$ cat src/rtl/hazard_scoreboard.sv
// Decode-stage hazard unit: tracks in-flight destinations and drives stall / forwarding selects.
// Outputs are combinational against registered entries; freeze holds all state, reset clears it.
module hazard_scoreboard #(
  parameter int NUM_REGS = 8,
  parameter int DEPTH    = 3,
  parameter int FWD_EN   = 1,
  parameter int CNT_W    = 16,
  localparam int REG_W   = $clog2(NUM_REGS),
  localparam int SELW    = $clog2(DEPTH) + 1
) (
  input  logic                clk,
  input  logic                rst,
  input  logic                id_valid,
  input  logic [REG_W-1:0]    id_rs,
  input  logic [REG_W-1:0]    id_rt,
  input  logic                id_rs_valid,
  input  logic                id_rt_valid,
  input  logic [REG_W-1:0]    id_wr_reg,
  input  logic                id_wr_valid,
  input  logic                id_is_load,
  input  logic                freeze,
  input  logic                flush,
  output logic                stall,
  output logic [SELW-1:0]     fwd_rs_sel,
  output logic [SELW-1:0]     fwd_rt_sel,
  output logic [NUM_REGS-1:0] busy_mask,
  output logic [CNT_W-1:0]    stall_count
);

  logic [DEPTH-1:0] v_q, v_d;
  logic [REG_W-1:0] dst_q [DEPTH];
  logic [REG_W-1:0] dst_d [DEPTH];
  // Only the EX entry needs the load flag: from MEM onward load data is forwardable.
  logic             ld0_q, ld0_d;
  logic [CNT_W-1:0] cnt_q, cnt_d;

  logic [DEPTH-2:0] m_rs, m_rt;
  logic             stall_raw;
  logic             accept;

  always_comb begin
    m_rs = '0;
    m_rt = '0;
    for (int k = 0; k < DEPTH - 1; k++) begin
      m_rs[k] = id_rs_valid && v_q[k] && (dst_q[k] == id_rs);
      m_rt[k] = id_rt_valid && v_q[k] && (dst_q[k] == id_rt);
    end
  end

  always_comb begin
    if (FWD_EN != 0) stall_raw = ld0_q && (m_rs[0] || m_rt[0]);
    else             stall_raw = (|m_rs) || (|m_rt);
  end

  assign stall = id_valid && stall_raw;

  // Scan oldest-to-youngest so the youngest match overwrites; a load in EX is skipped.
  always_comb begin
    fwd_rs_sel = '0;
    fwd_rt_sel = '0;
    for (int k = DEPTH - 2; k >= 0; k--) begin
      if (m_rs[k] && !(k == 0 && ld0_q)) fwd_rs_sel = SELW'(k + 1);
      if (m_rt[k] && !(k == 0 && ld0_q)) fwd_rt_sel = SELW'(k + 1);
    end
    if (FWD_EN == 0 || !id_valid) begin
      fwd_rs_sel = '0;
      fwd_rt_sel = '0;
    end
  end

  always_comb begin
    busy_mask = '0;
    for (int k = 0; k < DEPTH; k++) begin
      if (v_q[k]) busy_mask[dst_q[k]] = 1'b1;
    end
  end

  assign accept = id_valid && !stall && !flush;

  always_comb begin
    v_d   = v_q;
    dst_d = dst_q;
    ld0_d = ld0_q;
    cnt_d = cnt_q;
    if (!freeze) begin
      for (int k = DEPTH - 1; k >= 1; k--) begin
        v_d[k]   = v_q[k-1];
        dst_d[k] = dst_q[k-1];
      end
      v_d[0]   = accept && id_wr_valid;
      dst_d[0] = id_wr_reg;
      ld0_d    = id_is_load;
      if (stall && cnt_q != '1) cnt_d = cnt_q + 1'b1;
    end
  end

  always_ff @(posedge clk) begin
    if (!rst) begin
      v_q   <= '0;
      ld0_q <= 1'b0;
      cnt_q <= '0;
    end else begin
      v_q   <= v_d;
      ld0_q <= ld0_d;
      cnt_q <= cnt_d;
    end
  end

  always_ff @(posedge clk) begin
    dst_q <= dst_d;
  end

  assign stall_count = cnt_q;

endmodule

$ cat config.mk
export PLATFORM = sky130hd
export DESIGN_NAME = hazard_scoreboard
export DESIGN_NICKNAME = d
export VERILOG_FILES = /design/src/rtl/hazard_scoreboard.sv
export SDC_FILE = /design/constraint.sdc
export NUM_CORES = 1
export LEC_CHECK = 0
export ABC_CLOCK_PERIOD_IN_PS = 2150
export BUFFER_PORTS_ARGS = -buffer_cell sky130_fd_sc_hd__buf_2
export CAP_MARGIN = 20
export CORE_MARGIN = 4
export CORE_UTILIZATION = 51
export DETAILED_ROUTE_END_ITERATION = 12
export PLACE_DENSITY_LB_ADDON = 0.15
export REMOVE_ABC_BUFFERS = 1
export SLEW_MARGIN = 10
export SYNTH_ARGS = -nofsm -noshare
export SYNTH_HDL_FRONTEND = slang
export SYNTH_SLANG_ARGS = --single-unit
$ cat constraint.sdc
create_clock -name clk -period 2.15 [get_ports clk]
set_input_delay 0.5375 -clock clk [delete_from_list [all_inputs] [get_ports clk]]
set_output_delay 0.5375 -clock clk [all_outputs]
set_load 0.02 [all_outputs]
Word level (Yosys, flattened, before mapping)

Cells that the tools add are included.

Bits in registers: 29
Bits of input ports: 18
Output and inout port bits: 31
Word-level logic and storage cells: 60

$add $sub $neg: 1
Magnitude comparators: 6
Equal/unequal tests: 5
Multiplexer cells: 15
Bitwise gates (word level): 3
Reduce and logical (&&, ||, !) cells: 24

Operators with widths:

| kind                  | count |
|---|---|
| $mux 8                | 3 |
| $logic_and 1x1->1     | 19 |
| $add 16x1->16 const B | 1 |
| $ne 16x16->1 const B  | 1 |
| $or 8x8->8            | 2 |
| $eq 3x3->1            | 4 |
| $lt 3x4->1 const B    | 3 |
| $mux 2                | 5 |
| $demux 1 s3           | 3 |
| $ge 3x1->1 const B    | 3 |
| $logic_not 1->1       | 3 |
| $mux 1                | 3 |
| $mux 3                | 1 |
| $reduce_and 2->1      | 1 |
| $logic_or 1x1->1      | 1 |
| $not 1->1             | 1 |

Logic depth before layout (Yosys ltp)

Depth after elaboration: 9
Depth in mapped cells: 7
Gate-level depth less buffers: 6

Least setup slack after synthesis

OpenSTA, ideal clock, no wires.

Kind: register to output
From: register dst_q[8] (netlist name)
To: output fwd_rt_sel[0]
Arrival: 1.676 ns
Required time: 1.612 ns
Setup slack: -0.063 ns
Cell stages (with the launch flop): 5
Buffers on the path: 1
Path through: edfxtp_1 > buf_6 > xor2_1 > or4_2 > nor2_1

Word-level cells in the longest chain between the ends: 5

Ends and longest elaborated chain:

| what                     | RTL line | text |
|---|---|---|
| start: declaration       | 31       | `logic [REG_W-1:0] dst_q [DEPTH];` |
| start signal: assignment | 110      | `dst_q <= dst_d;` |
| $eq 3x3->1               | 46       | `m_rt[k] = id_rt_valid && v_q[k] && (dst_q[k] == id_rt);` |
| $logic_and 1x1->1        | 46       |  |
| $logic_and 1x1->1        | 63       | `if (m_rt[k] && !(k == 0 && ld0_q)) fwd_rt_sel = SELW'(k + 1);` |
| $mux 2                   | 63       |  |
| $mux 3                   | 65       | `if (FWD_EN == 0 \|\| !id_valid) begin` |
| end: declaration         | 25       | `output logic [SELW-1:0] fwd_rt_sel,` |

Every way passes these cells.

Worst setup path after layout

From: register dst_q[7] (netlist name)
To: output stall

Word-level cells in the longest chain between the ends: 5
Elaborated cells on any way between the ends: 7
Classes of those cells: 2 x eq/ne; 5 x reduce/logical

Ends and longest elaborated chain:

| what                                 | RTL line | text |
|---|---|---|
| $eq 3x3->1 (on tied branches)        | 45, 46   |  |
| $logic_and 1x1->1 (on tied branches) | 45, 46   |  |
| $logic_or 1x1->1 (*)                 | 51       | `if (FWD_EN != 0) stall_raw = ld0_q && (m_rs[0] \|\| m_rt[0]);` |
| $logic_and 1x1->1 (*)                | 51       |  |
| $logic_and 1x1->1 (*)                | 55       | `assign stall = id_valid && stall_raw;` |
| end: declaration                     | 23       | `output logic stall,` |

Every way passes the cells marked *; elsewhere a longest branch is shown, timed or not.

==> results.json <==
{
  "grt_overflow_total": 0,
  "placed_cells": 289,
  "place_hpwl_um": 3255,
  "synthMuxAreaShare_pct": 1.821,
  "crit_chain": "xor2_1 -> buf_4 -> nor4_4 -> buf_4 -> o21ai_2 -> nor2_1 -> buf_4",
  "wire_per_inst_um": 16.85,
  "synth_top_cell_by_area": "dfxtp_1",
  "max-vdd-ir-drop_mv": 0.3696,
  "cts_tree": "built",
  "synth_top_area_share_pct": 24.28,
  "ant_nets": 0,
  "clkTransAtPathRegs_ns": 0.09,
  "power.density_nw_per_um2": 454.7,
  "cts_buffer_depth": 2,
  "dr_total_vias": 1810,
  "yosysUniqueCellTypes": 39,
  "crit_type": "flop to output port",
  "synth_edf_count": 9,
  "syn_inst": 190,
  "report.final.hold_viol_count": 0,
  "die_area_um2": 4207,
  "yosys-top-cells-count": "dfxtp_1, o21ai_0, nand2_1, or3_1, a21oi_1",
  "synthAdderAreaFrac_pct": 0.7587,
  "fin_crit_sh_pct": 115.2,
  "endpoint_kind": "output port",
  "layout_setup_ws_ns": -0.3260,
  "clock_latency_ns": 0.33,
  "slowest_delay_ns": 0.48,
  "synth_top_family_by_area": "simple AND/OR/NAND/NOR gates",
  "portBuffers": 46,
  "cpMaxStageDelayCell": "edfxtp_1",
  "drive_gt1_share_pct": 40.53,
  "synth_compound_area_share_pct": 14.72,
  "stdcell_count": 308,
  "htree_levels": 2,
  "ys.flop_type": "dfxtp_1",
  "status": "finished with violations",
  "start_util_pct": 53.58,
  "tightest_slew_ns": 0.5624,
  "skew_ns": 0.005121,
  "start_kind": "flop",
  "crit_top_cell": "buf_4",
  "drv_slew": 0,
  "crit_required_ns": 1.61,
  "finalCriticalPeriod_ns": 2.476,
  "dr.pass1.iters": 4,
  "cts.sinks": 29,
  "slew_headroom_pct": 62.27,
  "area_delta_synth_final_pct": 42.56,
  "synth_xor_area_share_pct": 7.436,
  "grt_max_degree": 20,
  "cts_buffers": 5,
  "postPlaceCellArea_um2": 2018,
  "setup_viol": 24,
  "antenna_found_initial": 0,
  "violations": "setup timing",
  "reg2reg_setup_slack_ns": -0.21,
  "tns_ns": -3.677,
  "rsz0062_at_grt": "true",
  "routabilityCongestion": 0.9398,
  "critPathMaxFanout": 3,
  "placementRows": 20,
  "drt-total-wl_um": 5189,
  "hold_path_class": "input port to flop",
  "synth_area_leaders": "dfxtp_1, edfxtp_1, xor2_1",
  "layout.nets": 282,
  "coreArea_um2": 3078,
  "synth-seq-cells": 29,
  "remaining_drc_errors": 0,
  "grt_usage_pct": 23.15,
  "ys_async_sr_fraction_pct": 0,
  "max_cap_violations": 0,
  "ys_seq_area_share_pct": 40.67,
  "leakagePower_nw": 0.9521,
  "cts-root-buf": "clkbuf_4",
  "arrival_ns": 1.94,
  "synth-simple-area-share_pct": 29.21,
  "synthesis.area_um2": 1649,
  "synth.most_common_cell": "dfxtp_1",
  "stdcell_area_um2": 2351,
  "drt_iter0_markers": 159,
  "n_antenna_cell": 0,
  "grt_first_pass_wirelength_um": 7603,
  "fmax_ghz": 0.4039,
  "syn_avg_cell_area_um2": 8.679,
  "die_y_um": 64.87,
  "grt_pass1_vias": 1658,
  "die_x_um": 64.87,
  "io_pins": 49,
  "crit_family": "flip-flops",
  "final_util_pct": 76.38,
  "avgViaCountPerCell": 5.877,
  "cp_num_buf_inv": 3,
  "hold_slack_ns": 0.3817,
  "yosys_warnings": 0
}
[cell usage in the layout, fill, tap and decap left out, types with 2 or more instances in the layout]
master / count
mux2i_1: 3
or4_4: 2
clkbuf_4: 5
clkinv_1: 3
nor2_1: 8
buf_2: 39
nand3_1: 5
buf_6: 10
conb_1: 2
nand4b_1: 3
nand2_2: 2
o311ai_2: 2
a21oi_1: 12
o21ai_0: 14
and2_1: 3
nand2b_4: 3
nor4_1: 2
nor3_1: 3
nand4_1: 8
nand2b_1: 2
xor2_2: 2
inv_1: 6
and3_1: 2
nor2_4: 2
a21oi_2: 2
o21ai_2: 2
nand2_1: 13
dfxtp_1: 20
buf_4: 26
xor2_1: 10
and4_1: 4
or3_1: 14
edfxtp_1: 9
xnor2_1: 2
[sequential cells by signal, indices dropped and copies added, names as in the netlist]
register and cells:
stall_count 16, ld0_q 1, v_q 3, dst_q 9
[where the power goes]
part | leakage [nW] | switching, mW | internal (mW)
Combinational | 0.673 | 0.0921 | 0.0727
Sequential | 0.249 | 0.0190 | 0.580
Clock | 0.0300 | 0.187 | 0.118
[worst paths after layout]
kind,from,to,cells past startpoint
max reg2reg,dst_q[7]$_DFFE_PN_,stall_count[9]$_SDFFE_PN0P_,10
min reg2reg,stall_count[15]$_SDFFE_PN0P_,stall_count[15]$_SDFFE_PN0P_,2
max,dst_q[7]$_DFFE_PN_,stall,7
min,id_wr_reg[0],dst_q[6]$_DFFE_PN_,1
[cell families (layout without fill, tap and decap cells)]
family / after synthesis / after routing
compound gates: 41 / 41
xor+xnor: 14 / 14
fa+ha+maj: 1 / 1
buf+inv: 18 / 91
flops: 29 / 29
mux: 3 / 3
other cells: 1 / 2
simple gates: 83 / 83
[layer usage]
| metal | GRT usage (%) | up-vias | share of wire [%] |
|---|---|---|---|
| met3 | 5.026 | 19 | 8.5 |
| met5 | 0 | - | 0 |
| met2 | 37.80 | 89 | 49 |
| met1 | 29.36 | 859 | 38 |
| li1 | - | 843 | - |
| met4 | 9.763 | 0 | 4.2 |
[what timing repair did]
| action | CTS | global route |
|---|---|---|
| endpoints found under the setup margin | 21 | 28 |
| pin swaps | 17 | 9 |
| setup buffers | 7 | 5 |
| hold buffers | 0 | 0 |
| resized for setup | 27 | 25 |
[stage by stage]
stage	worst slack, ns	total power [mW]
2_1_floorplan	-0.08471	0.6625
3_3_place_gp	-0.1649	0.7215
3_5_place_dp	-0.2656	0.7278
4_1_cts	-0.3206	1.048
5_1_grt	-0.4460	1.117
6_report	-0.3260	1.069
[final cells by class]
cell class / count / area [um^2]
multi-input combinational: 144 / 1040
fill: 210 / 726.9
sequential: 29 / 670.6
timing repair buffer: 75 / 503.0
tap: 44 / 55.05
clock buffer: 5 / 37.54
inverter: 8 / 32.53
clock inverter: 3 / 12.51
[worst reg2reg max path: stages, from the launching register on]
cell,delay (ns)
edfxtp_1,0.48
xor2_1,0.19
buf_4,0.15
nor4_4,0.30
buf_4,0.17
buf_4,0.10
buf_6,0.10
o2111ai_1,0.12
buf_4,0.20
or3_1,0.34
a21oi_1,0.14
Note: power is estimated with default switching activity, not from simulation.
